<file path="config.mk">
export PLATFORM = sky130hd
export DESIGN_NAME = maze_query_arbiter
export DESIGN_NICKNAME = d
export VERILOG_FILES = /design/src/rtl/maze_query_arbiter.sv
export SDC_FILE = /design/constraint.sdc
export NUM_CORES = 1
export LEC_CHECK = 0
export ABC_AREA = 0
export CAP_MARGIN = 15
export CORE_ASPECT_RATIO = 1.1
export CORE_MARGIN = 2
export CORE_UTILIZATION = 46
export DETAILED_ROUTE_END_ITERATION = 8
export GPL_TIMING_DRIVEN = 0
export MAX_ROUTING_LAYER = met4
export PLACE_DENSITY = 0.85
export SLEW_MARGIN = 20
export SYNTH_ARGS = -nofsm -noshare
export SYNTH_HDL_FRONTEND = slang
export SYNTH_SLANG_ARGS = --single-unit
</file>
<file path="constraint.sdc">
create_clock -name clk -period 8.1 [get_ports clk]
set_input_delay 0.81 -clock clk [delete_from_list [all_inputs] [get_ports clk]]
set_output_delay 0.81 -clock clk [all_outputs]
set_load 0.05 [all_outputs]
</file>
<file path="src/rtl/maze_query_arbiter.sv">
// maze_query_arbiter: round-robin sharing of the maze legality ROM among sprite movers,
// with a tag pipe that routes each ROM result back to the mover that asked for it.
module maze_query_arbiter #(
    parameter int         N_REQ   = 4,
    parameter int         ROM_LAT = 2,
    parameter logic [9:0] H_MIN   = 10'd150,
    parameter logic [9:0] H_MAX   = 10'd630,
    parameter logic [9:0] V_MIN   = 10'd34,
    parameter logic [9:0] V_MAX   = 10'd514
) (
    input  logic                  clk,
    input  logic                  rst,
    input  logic [N_REQ-1:0]      req,
    input  logic [10*N_REQ-1:0]   req_x,
    input  logic [10*N_REQ-1:0]   req_y,
    output logic [N_REQ-1:0]      grant,
    output logic [N_REQ-1:0]      rsp_valid,
    output logic [3:0]            rsp_legal,
    output logic                  rom_valid,
    output logic [9:0]            rom_x,
    output logic [9:0]            rom_y,
    input  logic [3:0]            rom_legal,
    output logic                  busy
);
    localparam int             PW   = (N_REQ > 1) ? $clog2(N_REQ) : 1;
    localparam logic [PW:0]    NR   = (PW+1)'(N_REQ);
    localparam logic [PW-1:0]  LAST = PW'(N_REQ - 1);

    logic [PW-1:0]     ptr, win, idx;
    logic [PW:0]       sum;
    logic              found, in_win;
    logic [N_REQ-1:0]  elig, gmask, cmask, pending;
    logic [9:0]        sx, sy;
    logic [ROM_LAT:0]  tv, tb;
    logic [PW-1:0]     tw [ROM_LAT+1];

    always_comb begin
        elig  = req & ~pending;
        found = 1'b0;
        win   = '0;
        sum   = '0;
        idx   = '0;
        for (int k = 0; k < N_REQ; k++) begin
            sum = {1'b0, ptr} + (PW+1)'(k);
            idx = PW'(sum >= NR ? sum - NR : sum);
            if (!found && elig[idx]) begin
                found = 1'b1;
                win   = idx;
            end
        end
        sx     = req_x[10*win +: 10];
        sy     = req_y[10*win +: 10];
        in_win = sx >= H_MIN && sx <= H_MAX && sy >= V_MIN && sy <= V_MAX;
        gmask  = found ? N_REQ'(1) << win : '0;
        cmask  = tv[ROM_LAT] ? N_REQ'(1) << tw[ROM_LAT] : '0;
    end

    assign busy = |pending;

    // Out-of-window queries still ride the tag pipe so every response has the same latency.
    always_ff @(posedge clk or posedge rst) begin
        if (rst) begin
            grant     <= '0;
            rsp_valid <= '0;
            rsp_legal <= '0;
            rom_valid <= 1'b0;
            rom_x     <= '0;
            rom_y     <= '0;
            pending   <= '0;
            ptr       <= '0;
            tv        <= '0;
            tb        <= '0;
            for (int k = 0; k <= ROM_LAT; k++) tw[k] <= '0;
        end else begin
            grant     <= gmask;
            rsp_valid <= cmask;
            pending   <= (pending | gmask) & ~cmask;
            rom_valid <= found && in_win;
            if (found) ptr <= win == LAST ? '0 : win + 1'b1;
            if (found && in_win) begin
                rom_x <= sx;
                rom_y <= sy;
            end
            if (tv[ROM_LAT]) rsp_legal <= tb[ROM_LAT] ? 4'b0000 : rom_legal;
            tv    <= {tv[ROM_LAT-1:0], found};
            tb    <= {tb[ROM_LAT-1:0], !in_win};
            tw[0] <= win;
            for (int k = 1; k <= ROM_LAT; k++) tw[k] <= tw[k-1];
        end
    end
endmodule

</file>
# Yosys cells after proc, flatten, opt, wreduce, memory -nomap -nowiden
# Cells that the tools add are included.
dict set report word_totals {
  ram_bits 0
  inputBits 90
  romBits 0
  regBits 51
  memories 0
  latchBits 0
  out_inout_bits 34
}
dict set report op_classes {
  n_lt_le_gt_ge 12
  shifts 4
  n_reduce_logical 12
  mux 24
  n_eq_ne 1
  bitwise_logic 5
  n_addsub 8
  div 0
  n_mul 1
}
# operator n
set op_table {}
lappend op_table {{$shiftx 40x7->10} 2}
lappend op_table {{$le 10x10->1 const B} 2}
lappend op_table {{$mux 2} 9}
lappend op_table {{$lt 2x3->1 const B} 4}
lappend op_table {{$mux 4} 3}
lappend op_table {{$ge 10x6->1 const B} 1}
lappend op_table {{$ge 10x8->1 const B} 1}
lappend op_table {{$ge 3x3->1 const B} 3}
lappend op_table {{$and 4x4->4} 2}
lappend op_table {{$bmux 1 s2} 4}
lappend op_table {{$mux 1} 8}
lappend op_table {{$not 4->4} 2}
lappend op_table {{$shl 1x2->4 const A} 2}
lappend op_table {{$sub 2x1->2 const B} 4}
lappend op_table {{$logic_and 1x1->1} 7}
lappend op_table {{$add 2x2->3 const B} 2}
lappend op_table {{$mul 3x2->5 const A} 1}
lappend op_table {{$logic_not 1->1} 4}
lappend op_table {{$or 4x4->4} 1}
lappend op_table {{$reduce_or 4->1} 1}
lappend op_table {{$add 2x1->3 const B} 1}
lappend op_table {{$ge 2x3->1 const B} 1}
lappend op_table {{$add 2x1->2 const B} 1}
lappend op_table {{$eq 2x2->1 const B} 1}

# Depth between registers and ports, before layout
dict set report logic_depth {
  ltp_word 21
  depth_mapped 13
  ltp_nobuf 10
}

# Least setup slack after synthesis
# No wires, ideal clock.
dict set report synth_timing {
  path_kind {in2reg}
  from {input port req[2]}
  to {register rom_x[0]}
  required_ns 7.975
  setup_time_ns 0.125
  path_slack_ns 4.848
  cell_stages 12
  t_arrival_ns 3.127
  cell_sequence {nor2b_1 nor2_1 a21oi_4 inv_2 buf_6 a221oi_1 nor2_1 o31ai_1 o21ai_1 nor3_2 buf_6 mux2_4}
}
dict set report synth_via {
  elab_chain_cells 20
  word_cells_on_any_way 34
  classes_between {1 x mul; 4 x order compare; 2 x shift; 16 x mux; 1 x bitwise; 10 x reduce/logical}
}
# element line_no
set synth_lines {}
lappend synth_lines {{start: declaration} 13} ;# input logic [N_REQ-1:0] req,
lappend synth_lines {{$and 4x4->4 *} 38} ;# elig = req & ~pending;
lappend synth_lines {{$bmux 1 s2} 46} ;# if (!found && elig[idx]) begin
lappend synth_lines {{$mux 1 (implied by the code)} 46}
lappend synth_lines {{$mux 1} 46}
lappend synth_lines {{$logic_not 1->1} 46}
lappend synth_lines {{$logic_and 1x1->1} 46}
lappend synth_lines {{$mux 1} 46}
lappend synth_lines {{$logic_not 1->1} 46}
lappend synth_lines {{[... 2 more ...]} n/a}
lappend synth_lines {{$logic_not 1->1} 46}
lappend synth_lines {{$logic_and 1x1->1} 46}
lappend synth_lines {{$mux 2} 46}
lappend synth_lines {{$mul 3x2->5} {51, 52}}
lappend synth_lines {{$shiftx 40x7->10} 51} ;# sx = req_x[10*win +: 10];
lappend synth_lines {{$ge 10x8->1 or $le 10x10->1 (tied branches)} 53} ;# in_win = sx >= H_MIN && sx <= H_MAX && sy >= V_MIN && sy <= V_MAX;
lappend synth_lines {{$logic_and 1x1->1 (3 in a row)} 53}
lappend synth_lines {{$logic_and 1x1->1} 80} ;# if (found && in_win) begin
lappend synth_lines {{end signal: assignment} 67} ;# rom_x <= '0;
lappend synth_lines {{end signal: assignment} 81} ;# rom_x <= sx;
lappend synth_lines {{end: declaration} 20} ;# output logic [9:0] rom_x,
# Mark *: on every way between the ends. The rest lies on a longest branch, timed or not. The select of a mux whose other input is x is not followed.
# A chain may end at the register's enable or synchronous reset.

# Worst setup path in the final report
dict set report layout_timing {
  from {input port req[2]}
  to {register rom_y[6]}
}
dict set report layout_via {
  elab_chain_cells 20
  word_cells_on_any_way 34
  classes_between {1 x mul; 4 x order compare; 2 x shift; 16 x mux; 1 x bitwise; 10 x reduce/logical}
}
# element line_no
set layout_lines {}
lappend layout_lines {{$and 4x4->4 *} 38}
lappend layout_lines {{$bmux 1 s2} 46}
lappend layout_lines {{$mux 1 (implied by the code)} 46}
lappend layout_lines {{$mux 1} 46}
lappend layout_lines {{$logic_not 1->1} 46}
lappend layout_lines {{$logic_and 1x1->1} 46}
lappend layout_lines {{$mux 1} 46}
lappend layout_lines {{$logic_not 1->1} 46}
lappend layout_lines {{[... 2 more ...]} n/a}
lappend layout_lines {{$logic_not 1->1} 46}
lappend layout_lines {{$logic_and 1x1->1} 46}
lappend layout_lines {{$mux 2} 46}
lappend layout_lines {{$mul 3x2->5} {51, 52}}
lappend layout_lines {{$shiftx 40x7->10} 51}
lappend layout_lines {{$ge 10x8->1 or $le 10x10->1 (tied branches)} 53}
lappend layout_lines {{$logic_and 1x1->1 (3 in a row)} 53}
lappend layout_lines {{$logic_and 1x1->1} 80}
lappend layout_lines {{end signal: assignment} 82} ;# rom_y <= sy;
lappend layout_lines {{end: declaration} 21} ;# output logic [9:0] rom_y,
# Marked as above.

==> run summary <==
Setup bufs post-CTS = 0
Main flop type after synthesis = dfrtp_1
WL per Instance = 16.58 um
Largest net degree at the start of global routing = 33
Clock sink count = 51
Reg2Reg Depth = 11
R2R setup slack = 4.77 ns
Switching Share = 47.02%
Full die area = 7086 um2
Die X = 80.44 um
Drt drc = 0
Slew HR = 59.08%
Cts bufs inserted = 5
Detail Route Antenna Nets = 0
Hold WC Path Type = flip-flop to flip-flop
Register area = 1276 um2
Post-synth top area cell = dfrtp_1
Final net count = 535
Reg2reg start = pending[2]
Final setup vio count = 0
Data arrival, critical path = 4.10 ns
Syn_nets = 404
WP data required = 8.30 ns
DR vias/cell = 5.617
I/O Buffers = 123
Area of the multi-input gates = 1534 um2
CP max FO = 10
Fmax = 256.0 MHz
Pins over their slew limit = 0
DRT iter0 DRCs = 184
Net Sw Power = 0.9461 mW
Flop pwr share = 22.4%
GP Congestion = 0.8942
Number of max-cap violations = 0
First-pass GRT wire length = 14.04 mm
# fillers = 450
Clock tree buffer depth = 2
Routed Wire Length = 8.654 mm
Asr flop ratio synth = 100.0%
RSZ-0062 raised after global routing = false
Post-Syn Area = 2957 um2
Setup TNS = 0 ns
WHS Path Cells = 0
CP startpoint kind = input pin
Crit end category = flip-flop
Worst skew pair latency = 0.30 ns
Routed vias = 2932
CTS tree = done
Maximum VDD drop = 0.2575 mV
Num rows = 30
Aggregate global routing overflow = 0
Ports = 124
Number of synthesized flops with an enable pin = 0
CTS H-tree depth = 2
Area share of the largest cell type after synthesis = 43.17%
Crit Path Class = input pin to flip-flop
RR Endpoint = rom_y[6]
Clock Skew = 0.005087 ns
Ranking of synthesized cells by area = dfrtp_1, mux2_4, nand2_1
Initial antenna violation count = 0
Resized cells post-CTS = 0
Die Y = 88.09 um
Tcrit/Tclk final = 48.23%
Layout area overhead = 50.32%
Logic gate share of total power = 67.3%
TritonRoute pass-1 iters = 5
Total core area = 6193 um2
Syn_area_per_cell = 9.537 um2
Worst hold start = tv[1]
Tmin final = 3.906 ns
Pwr Density = 452.7 nW/um2
GRT Total Usage = 26.38%
Post-DP HPWL = 6.664 mm
Hold Worst Slack = 0.3532 ns
Worst Tran Pin Value = 0.6138 ns
CTS clk-pin slew, worst paths = 0.09 ns
Register area share after synthesis = 43.17%
Clock root buffer = clkbuf_8
Share of cells above drive strength 1 = 9.955%
Seq cells post-synth = 51
Status = completed
Yosys warning count = 0
Vias in the first global route = 2994
Hold Violations, Final = 0
Hold_buf cts = 0
Starting Density = 47.74%
Antenna fix cells = 0
Distinct cells, synth = 48
Int Pwr = 1.066 mW
Clk pwr share = 10.3%
Lkg Pwr = 1.903 nW
Mapped Cells = 310
WHS Endpoint = tv[2]
## worst max-delay path by stage
stage / from / slack [ns] / endpoint / cells after the start
after floorplan: req[2] / 4.85 / rom_x[0] / 12
after global placement: req[2] / 3.96 / rom_y[3] / 13
after detailed placement: req[2] / 3.88 / rom_y[6] / 12
after CTS: req[2] / 4.20 / rom_y[6] / 12
after global routing: req[3] / 4.04 / rom_y[6] / 13
final: req[2] / 4.19 / rom_y[6] / 12
## cell type report
class / instances / share of cell area (%)
Buffer: 16 / 2.027
Clock buffer: 5 / 1.548
Clock inverter: 3 / 1.520
Inverter: 15 / 1.267
Multi-Input combinational cell: 228 / 34.52
Sequential cell: 51 / 28.72
Tap cell: 80 / 2.252
Timing Repair Buffer: 124 / 28.15
## per-layer routing
metal	vias to the layer above	track usage (%)	part of all wire, %
li1	1364	-	-
met1	1408	32.41	40
met2	146	44.77	51
met3	14	4.639	6.8
met4	0	7.396	1.6
met5	-	-	0
## critical path: stages
cell and delay (ns):
clkdlybuf4s50_1 0.46, nor2b_1 0.27, nor2_1 0.22, a21oi_4 0.30
buf_2 0.34, mux2i_1 0.34, a221oi_1 0.15, o31ai_1 0.29
o21ai_1 0.13, nor3_2 0.24, buf_6 0.23, mux2_4 0.32
## placed cells by master, fill, tap and decap left out, types with 5 or more instances in the layout
cell type        synthesis  layout
nor3_1                  10      10
dfrtp_1                 51      51
a31oi_1                 11      11
inv_1                   13      12
mux2_4                  16      16
o21ai_0                  7       7
nand2_1                 56      56
nor2_1                  17      17
clkdlybuf4s50_1          0     123
nand3b_1                 5       5
mux2i_1                 13      13
a211oi_1                11      11
and3_1                  12      12
a21oi_1                 10      10
clkbuf_8                 0       5
buf_2                    6       6
and2_1                   6       6
clkbuf_1                 6       6
## state kept, by name, summed over array words and instances, names as in the netlist
| signal | count |
|---|---|
| ptr | 2 |
| rom_x | 10 |
| pending | 4 |
| rsp_valid | 4 |
| grant | 4 |
| tb | 3 |
| tw | 6 |
| rom_valid | 1 |
| rom_y | 10 |
| rsp_legal | 4 |
| tv | 3 |
## power groups by stage
stage / combinational [mW] / clock, mW / sequential (mW)
after floorplan: 0.710 / 0 / 0.702
after global placement: 1.31 / 0 / 0.448
after detailed placement: 1.35 / 0 / 0.450
after CTS: 1.35 / 0.211 / 0.449
after global routing: 1.45 / 0.223 / 0.465
final: 1.35 / 0.208 / 0.451
## cell families (layout without fill, tap and decap cells)
group	Yosys count	count (layout)	share of synthesized area, %
XOR/XNOR	1	1	0.2963
flip-flops	51	51	43.17
adder cells (fa/ha/maj)	4	4	1.693
multiplexers	32	32	13.67
AND/OR/NAND/NOR	129	129	21.71
buffers and inverters	31	163	4.951
AO/OA/AOI/OAI	62	62	14.52
## synthesized netlist by cell type (2+ instances only)
cell type / n
nand2_1: 56
inv_1: 13
mux2_4: 16
a31oi_1: 11
nor4_1: 4
nor2_1: 17
and3b_1: 2
and3_1: 12
clkbuf_1: 6
a22oi_1: 4
ha_1: 4
a211oi_1: 11
buf_6: 3
a21oi_1: 10
dfrtp_1: 51
or3_1: 3
mux2i_1: 13
nor3_1: 10
o31ai_1: 2
nor2b_1: 2
nand3b_1: 5
a221oi_1: 3
nand2b_1: 4
mux2_2: 2
buf_2: 6
inv_2: 2
o221ai_1: 4
o21ai_1: 2
o21ai_2: 2
o21ai_0: 7
and2_1: 6
## stage by stage
step / utilization (%) / instance area (um2) / setup slack, ns / instances / total power, mW
final: 71.76 / 4444 / 4.194 / 522 / 2.012
after global placement: 69.23 / 4288 / 3.963 / 513 / 1.761
after global routing: 71.76 / 4444 / 4.035 / 522 / 2.135
after CTS: 71.76 / 4444 / 4.200 / 522 / 2.012
after detailed placement: 69.56 / 4308 / 3.881 / 514 / 1.797
after floorplan: - / 2957 / 4.848 / 310 / 1.411
(Power assumes the default switching activity.)
